`src/rtl/product_accumulator.sv`:
```
// Frame accumulator: sums COUNT unsigned products, then holds the sum and overflow flag until the sink takes them.
// Build option: define PRODUCT_ACC_SATURATE_EN to clamp the sum at 2^ACC_W-1 instead of wrapping.
module product_accumulator #(
   parameter int DATA_W = 16,
   parameter int ACC_W  = 24,
   parameter int COUNT  = 4
) (
   input  logic              clk,
   input  logic              rst,
   input  logic              in_valid,
   output logic              in_ready,
   input  logic [DATA_W-1:0] in_data,
   input  logic              flush,
   output logic              out_valid,
   input  logic              out_ready,
   output logic [ACC_W-1:0]  out_sum,
   output logic              out_overflow
);
   localparam int CNT_W = (COUNT > 1) ? $clog2(COUNT) : 1;
   localparam logic [CNT_W-1:0] LAST = CNT_W'(COUNT - 1);

   typedef enum logic {ACCUM, HOLD} state_t;

   state_t           state_reg;
   logic [ACC_W-1:0] acc_reg;
   logic [CNT_W-1:0] cnt_reg;
   logic             sticky_reg;

   logic [ACC_W:0]   sum_ext;
   logic             carry;
   logic [ACC_W-1:0] acc_next;
   logic             accept;
   logic             transfer;

   assign accept   = in_valid && in_ready;
   assign transfer = out_valid && out_ready;
   assign sum_ext  = {1'b0, acc_reg} + {{(ACC_W + 1 - DATA_W){1'b0}}, in_data};
   assign carry    = sum_ext[ACC_W];

`ifdef PRODUCT_ACC_SATURATE_EN
   // Once clamped, the accumulator stays at full scale for the rest of the frame.
   assign acc_next = (carry || sticky_reg) ? {ACC_W{1'b1}} : sum_ext[ACC_W-1:0];
`else
   assign acc_next = sum_ext[ACC_W-1:0];
`endif

   always_ff @(posedge clk or posedge rst) begin
      if (rst) begin
         state_reg    <= ACCUM;
         acc_reg      <= '0;
         cnt_reg      <= '0;
         sticky_reg   <= 1'b0;
         in_ready     <= 1'b1;
         out_valid    <= 1'b0;
         out_sum      <= '0;
         out_overflow <= 1'b0;
      end else if (flush) begin
         // Abort wins over accept and transfer; any pending result is dropped.
         state_reg  <= ACCUM;
         acc_reg    <= '0;
         cnt_reg    <= '0;
         sticky_reg <= 1'b0;
         in_ready   <= 1'b1;
         out_valid  <= 1'b0;
      end else begin
         case (state_reg)
            ACCUM: begin
               if (accept) begin
                  if (cnt_reg == LAST) begin
                     out_sum      <= acc_next;
                     out_overflow <= sticky_reg | carry;
                     state_reg    <= HOLD;
                     in_ready     <= 1'b0;
                     out_valid    <= 1'b1;
                  end else begin
                     acc_reg    <= acc_next;
                     cnt_reg    <= cnt_reg + CNT_W'(1);
                     sticky_reg <= sticky_reg | carry;
                  end
               end
            end
            HOLD: begin
               if (transfer) begin
                  acc_reg    <= '0;
                  cnt_reg    <= '0;
                  sticky_reg <= 1'b0;
                  state_reg  <= ACCUM;
                  in_ready   <= 1'b1;
                  out_valid  <= 1'b0;
               end
            end
            default: state_reg <= ACCUM;
         endcase
      end
   end
endmodule

```
`config.mk`:
```
export PLATFORM = sky130hd
export DESIGN_NAME = product_accumulator
export DESIGN_NICKNAME = d
export VERILOG_FILES = /design/src/rtl/product_accumulator.sv
export SDC_FILE = /design/constraint.sdc
export NUM_CORES = 1
export LEC_CHECK = 0
export CAP_MARGIN = 10
export CORE_MARGIN = 8
export CORE_UTILIZATION = 55
export CTS_CLUSTER_DIAMETER = 100
export DETAILED_ROUTE_END_ITERATION = 8
export GPL_TIMING_DRIVEN = 1
export PLACE_DENSITY = 0.81
export SLEW_MARGIN = 20
export SYNTH_ARGS = -nofsm -noshare
export SYNTH_HDL_FRONTEND = slang
export SYNTH_SLANG_ARGS = --single-unit
```
`constraint.sdc`:
```
create_clock -name clk -period 5 [get_ports clk]
set_input_delay 0.5 -clock clk [delete_from_list [all_inputs] [get_ports clk]]
set_output_delay 0.5 -clock clk [all_outputs]
set_load 0.03 [all_outputs]
```
==> results.toml, run 1 <==
[synth]
synth_cell_type_count = 61
synth_seq_cells = 55
ys_top_cells_by_area = "dfrtp_1 (40%), ha_1 (6.2%), nand2_1 (5.4%)"
synth_area_um2 = 3410
syn_area_per_cell_um2 = 9.13
syn_nets = 412
synth_warnings = 0
synth_top_area_frac = 0.397
synthCells = 373
ys_async_sr_fraction = 1.00
synth_flop_cell = "dfrtp_1"
yosysMostFrequentCell = "dfrtp_1"
synth_edf_count = 0
synth_common_cells = "dfrtp_1 (54), nand2_1 (49), a21oi_1 (28), o21ai_0 (28), nor2_1 (22)"
synth_top_area_cell = "dfrtp_1"
seq_area_frac_synth = 0.404

[setup_path]
cp_data_arrival_time_ns = 3.01
crit_fanout = 9
cp_top_family = "simple AND/OR/NAND/NOR gates"
start_kind = "input port"
critPathBufInv = 2
cp.required_ns = 5.26
max_stage_delay_ns = 0.48
slowest_stage = "or4_1"
path_cells = "clkdlybuf4s50_1, ha_1, inv_1, fa_1, nand2b_1, a21oi_1, o21a_2, o21ai_2, or4_1, nand3_1"
crit_type = "input port to flip-flop"
crit_path_end_kind = "flip-flop"

[clock_tree]
clk_path_buf_depth = 2
cts.sinks = 55
clk-insertion-delay-late_ns = 0.32
numCtsBuffers = 5
postCtsHoldBufs = 0
clk_pin_slew_ns = 0.10
cts_tree = "built"
cts-htree-levels = 2
root_buffer = "clkbuf_8"
cts_resized = 0
cts_setup_buffers = 0

[sta]
setup_tns_ns = 0
worstMarginPinSlew_ns = 0.865
hold_violations = 0
max_freq_mhz = 363
finalCritPeriodShare = 0.551
slew-limit-headroom = 0.421
finalSetupViolations = 0
skew_ns = 0.00827
period_needed_ns = 2.76
maxSlewViolCount = 0
rsz0062_at_grt = "no"

[flow_run]
cap_violations = 0

[cells_and_area]
diodes = 0
fillCellCount = 489
area.growth.synth_to_final_pct = 17.7
final_area_um2 = 4010
fin_nets = 453
drive_above_1_share = 0.0819
multi_input_area_um2 = 1910
seqCellArea_um2 = 1380

[power]
switching_power_uw = 497
internal_power_uw = 827
cellLeakagePower_nw = 1.77
power_density_nw_per_um2 = 330
seqPwrFrac = 0.412
sw_frac_of_total = 0.376
combPwrFrac = 0.396
finalPower_mw = 1.32
clockPowerShare = 0.192
ir_worst_vdd_mv = 0.182

[global_route]
overflow = 0
antenna_found_initial = 0
grt_pass1_vias = 2976
grt_pass1_wl_mm = 14.2
grt_max_degree = 56
grtUsageTotal = 0.195

[route]
drt_iter0_markers = 189
first_pass_iters = 5
ant_nets = 0
vias = 2988
viasPerCell = 6.10
routed_wl_mm = 8.30
drc = 0
routedWlPerCell_um = 16.9

[die]
initial_core_util = 0.572
die_w_um = 94.7
pin_count = 48
die-area_um2 = 8970
die_h_um = 94.7
core-area_um2 = 5960
rows = 28

[place]
place_congestion = 0.888
dpl.hpwl_mm = 5.98
dpl_cell_area_um2 = 3920
port_buffers = 47

[outcome]
status = "complete, no violations"

[min_path]
hold_path_class = "flip-flop to flip-flop"
==> cell type report <==
| class | instances | area share |
|---|---|---|
| Tap cell | 75 | 0.0234 |
| Clock inverter | 2 | 0.00437 |
| Inverter | 10 | 0.00937 |
| Clock buffer | 6 | 0.0181 |
| Sequential cell | 55 | 0.344 |
| Multi-Input combinational cell | 291 | 0.476 |
| Timing Repair Buffer | 51 | 0.125 |
==> layer usage <==
metal | track usage | part of all wire
met5 | 0 | 0
met1 | 0.248 | 0.43
met3 | 0.0349 | 0.064
met4 | 0.0559 | 0.011
met2 | 0.330 | 0.50
==> cells in the final DEF (no fill, tap or decap), types with 6 or more instances in the layout <==
cell	instances
nand2_1	49
xor2_1	6
nor3_1	7
o21ai_0	28
ha_1	17
xnor2_1	7
a22o_1	11
a21oi_1	28
dfrtp_1	54
clkdlybuf4s50_1	47
a31oi_1	8
nor2_1	22
mux2_2	6
nand3_1	15
a21o_1	7
inv_1	9
==> tightest hold or removal path, delay by kind of cell, from the launching register on <==
kind | cells | cell delay, ns
and+or+nand+nor | 2 | 0.10
DFF | 1 | 0.35
==> power groups by stage <==
| stage | logic (mW) | clock network (mW) | registers [mW] |
|---|---|---|---|
| 2_1_floorplan | 0.280 | 0 | 0.631 |
| 3_3_place_gp | 0.511 | 0 | 0.550 |
| 3_5_place_dp | 0.523 | 0 | 0.555 |
| 4_1_cts | 0.526 | 0.262 | 0.546 |
| 5_1_grt | 0.575 | 0.274 | 0.553 |
| 6_report | 0.525 | 0.255 | 0.545 |
==> through the flow <==
step / cells / worst slack [ns] / utilization / hold slack, ns
after floorplan: 373 / 2.67 / - / 0.449
after global placement: 482 / 2.02 / 0.658 / 0.456
after detailed placement: 482 / 1.91 / 0.658 / 0.462
after global routing: 490 / 2.03 / 0.673 / 0.512
after CTS: 490 / 2.26 / 0.673 / 0.488
final: 490 / 2.24 / 0.673 / 0.481
==> final timing paths <==
kind                       slack [ns]                      end                    from  cells past startpoint
max in group asynchronous        3.83   acc_reg[9]$_DFFE_PP0P_                     rst                      3
min in group asynchronous        0.67   out_sum[1]$_DFFE_PP0P_                     rst                      3
max                              2.24  acc_reg[20]$_DFFE_PP0P_              in_data[0]                     10
max reg2reg                      2.52  acc_reg[20]$_DFFE_PP0P_  acc_reg[0]$_DFFE_PP0P_                      9
min reg2reg                      0.48   out_sum[0]$_DFFE_PP0P_  out_sum[0]$_DFFE_PP0P_                      2
min                              0.48   out_sum[0]$_DFFE_PP0P_  out_sum[0]$_DFFE_PP0P_                      2
==> cells by family (layout without fill, tap and decap cells) <==
family | Yosys count | count (layout) | share of synthesized area
mux | 7 | 7 | 0.0228
compound gates | 126 | 126 | 0.249
xor+xnor | 13 | 13 | 0.0334
simple gates | 127 | 127 | 0.187
fa+ha+maj | 18 | 18 | 0.0683
buf+inv | 27 | 69 | 0.0353
flops | 55 | 55 | 0.404
Note: power is estimated with default switching activity, not from simulation.
==> run 2: changes to the inputs <==
==> constraint.sdc (replaced) <==
create_clock -name clk -period 2.8 [get_ports clk]
set_input_delay 0.28 -clock clk [delete_from_list [all_inputs] [get_ports clk]]
set_output_delay 0.28 -clock clk [all_outputs]
set_load 0.03 [all_outputs]
==> run 2 against run 1 <==
Critical path depth unchanged; flip-flop and latch count unchanged; largest power group unchanged; die area did not move; core utilization rose by 1.3 points; final area increased by 2.0%; non-clock buffer count up 6; final cell count increased by 1.2%; power grew 86%.
==> results.toml, run 2 (synthesis results as in run 1) <==
[cells_and_area]
multi_input_area_um2 = 1910
drive_above_1_share = 0.0974
final_util = 0.686
fin_nets = 459
layout_commonest_cell = "dfrtp_1"
area.growth.synth_to_final_pct = 20.0
fillCellCount = 482
final_cell_mix = "dfrtp_1 (54), nand2_1 (49), clkdlybuf4s50_1 (47), a21oi_1 (28), o21ai_0 (28)"
diodes = 0
seqCellArea_um2 = 1380

[flow_run]
cap_violations = 0

[sta]
maxSlewViolCount = 0
setup_tns_ns = 0
max_freq_mhz = 412
hold_violations = 0
finalSetupViolations = 0
skew_ns = 0.00778
period_needed_ns = 2.43
worstMarginPinSlew_ns = 0.662
rsz0062_at_grt = "no"
slew-limit-headroom = 0.558
setup_slack_ns = 0.375
finalCritPeriodShare = 0.866

[die]
die_h_um = 94.7
initial_core_util = 0.572
die_w_um = 94.7
pin_count = 48
core-area_um2 = 5960
rows = 28
die-area_um2 = 8970

[clock_tree]
cts_tree = "built"
root_buffer = "clkbuf_8"
cts.sinks = 55
clk_path_buf_depth = 2
clk_pin_slew_ns = 0.10
cts_resized = 0
postCtsHoldBufs = 0
cts_setup_buffers = 0
cts-htree-levels = 2
clk-insertion-delay-late_ns = 0.32
numCtsBuffers = 5

[setup_path]
ff2ff_path_depth = 9
cp_data_arrival_time_ns = 2.68
crit_fanout = 6
r2r_end = "acc_reg[20]$_DFFE_PP0P_"
start_kind = "input port"
crit_type = "input port to flip-flop"
rr_startpoint = "acc_reg[0]$_DFFE_PP0P_"
r2r_slack_ns = 0.41
cp.required_ns = 3.06
startpoint = "in_data[0]"
crit_path_end_kind = "flip-flop"

[power]
ir_worst_vdd_mv = 0.338
sw_frac_of_total = 0.362
cellLeakagePower_nw = 1.81
power_density_nw_per_um2 = 602
clockPowerShare = 0.219
combPwrFrac = 0.386
seqPwrFrac = 0.395
internal_power_mw = 1.57
switching_power_uw = 890

[min_path]
hold_path_class = "input port to asynchronous set/reset pin"

[place]
detailedPlace.worstSlack_ns = 0.0335
place_congestion = 0.904
dpl.hpwl_mm = 6.09
port_buffers = 47

[route]
drt_iter0_markers = 174
vias = 3030
viasPerCell = 6.11
ant_nets = 0
drc = 0
routedWlPerCell_um = 16.8
routed_wl_mm = 8.32
first_pass_iters = 5

[global_route]
overflow = 0
grt_pass1_wl_mm = 13.9
antenna_found_initial = 0
grt_max_degree = 30
grt_pass1_vias = 2924
grtUsageTotal = 0.192

[outcome]
status = "complete, no violations"
-- run 2: worst max-delay path by stage --
| stage | endpoint | cells after the start |
|---|---|---|
| 2_1_floorplan | acc_reg[20]$_DFFE_PP0P_ | 9 |
| 3_3_place_gp | acc_reg[20]$_DFFE_PP0P_ | 10 |
| 3_5_place_dp | acc_reg[20]$_DFFE_PP0P_ | 10 |
| 4_1_cts | acc_reg[20]$_DFFE_PP0P_ | 10 |
| 5_1_grt | acc_reg[20]$_DFFE_PP0P_ | 10 |
| 6_report | acc_reg[20]$_DFFE_PP0P_ | 10 |
-- run 2: per-layer routing --
metal / vias up / global-route usage / routed length (um)
met3: 8 / 0.0397 / 460
met1: 1457 / 0.233 / 3710
met2: 91 / 0.334 / 4060
li1: 1474 / - / -
met5: - / 0 / 0
met4: 0 / 0.0572 / 95
-- run 2: final cells by class --
cell class | count | share of cell area
timing repair buffer | 57 | 0.137
sequential | 55 | 0.337
multi-input combinational | 291 | 0.467
clock buffer | 5 | 0.0168
tap | 75 | 0.0230
inverter | 10 | 0.00918
clock inverter | 3 | 0.0107
-- run 2: metrics by stage --
| stage | total power, mW | hold slack, ns | cell area, um^2 | cells |
|---|---|---|---|---|
| 2_1_floorplan | 1.63 | 0.447 | 3410 | 373 |
| 3_3_place_gp | 1.91 | 0.458 | 3980 | 488 |
| 3_5_place_dp | 1.93 | 0.467 | 3980 | 488 |
| 4_1_cts | 2.48 | 0.402 | 4090 | 496 |
| 5_1_grt | 2.60 | 0.449 | 4090 | 496 |
| 6_report | 2.46 | 0.374 | 4090 | 496 |
-- run 2: critical path, stage by stage --
cell             delay (ns)
clkdlybuf4s50_1        0.46
ha_1                   0.16
inv_1                  0.05
fa_1                   0.38
nand2b_1               0.18
a21oi_1                0.24
o21a_2                 0.24
o21ai_2                0.11
or4_1                  0.48
nand3_1                0.09
-- run 2: power by group through the flow --
| stage | Sequential [mW] | Combinational [mW] | Clock (mW) |
|---|---|---|---|
| 3_5_place_dp | 0.990 | 0.943 | 0 |
| 6_report | 0.972 | 0.951 | 0.538 |
| 5_1_grt | 0.986 | 1.04 | 0.581 |
| 3_3_place_gp | 0.982 | 0.925 | 0 |
| 2_1_floorplan | 1.13 | 0.500 | 0 |
| 4_1_cts | 0.973 | 0.953 | 0.549 |
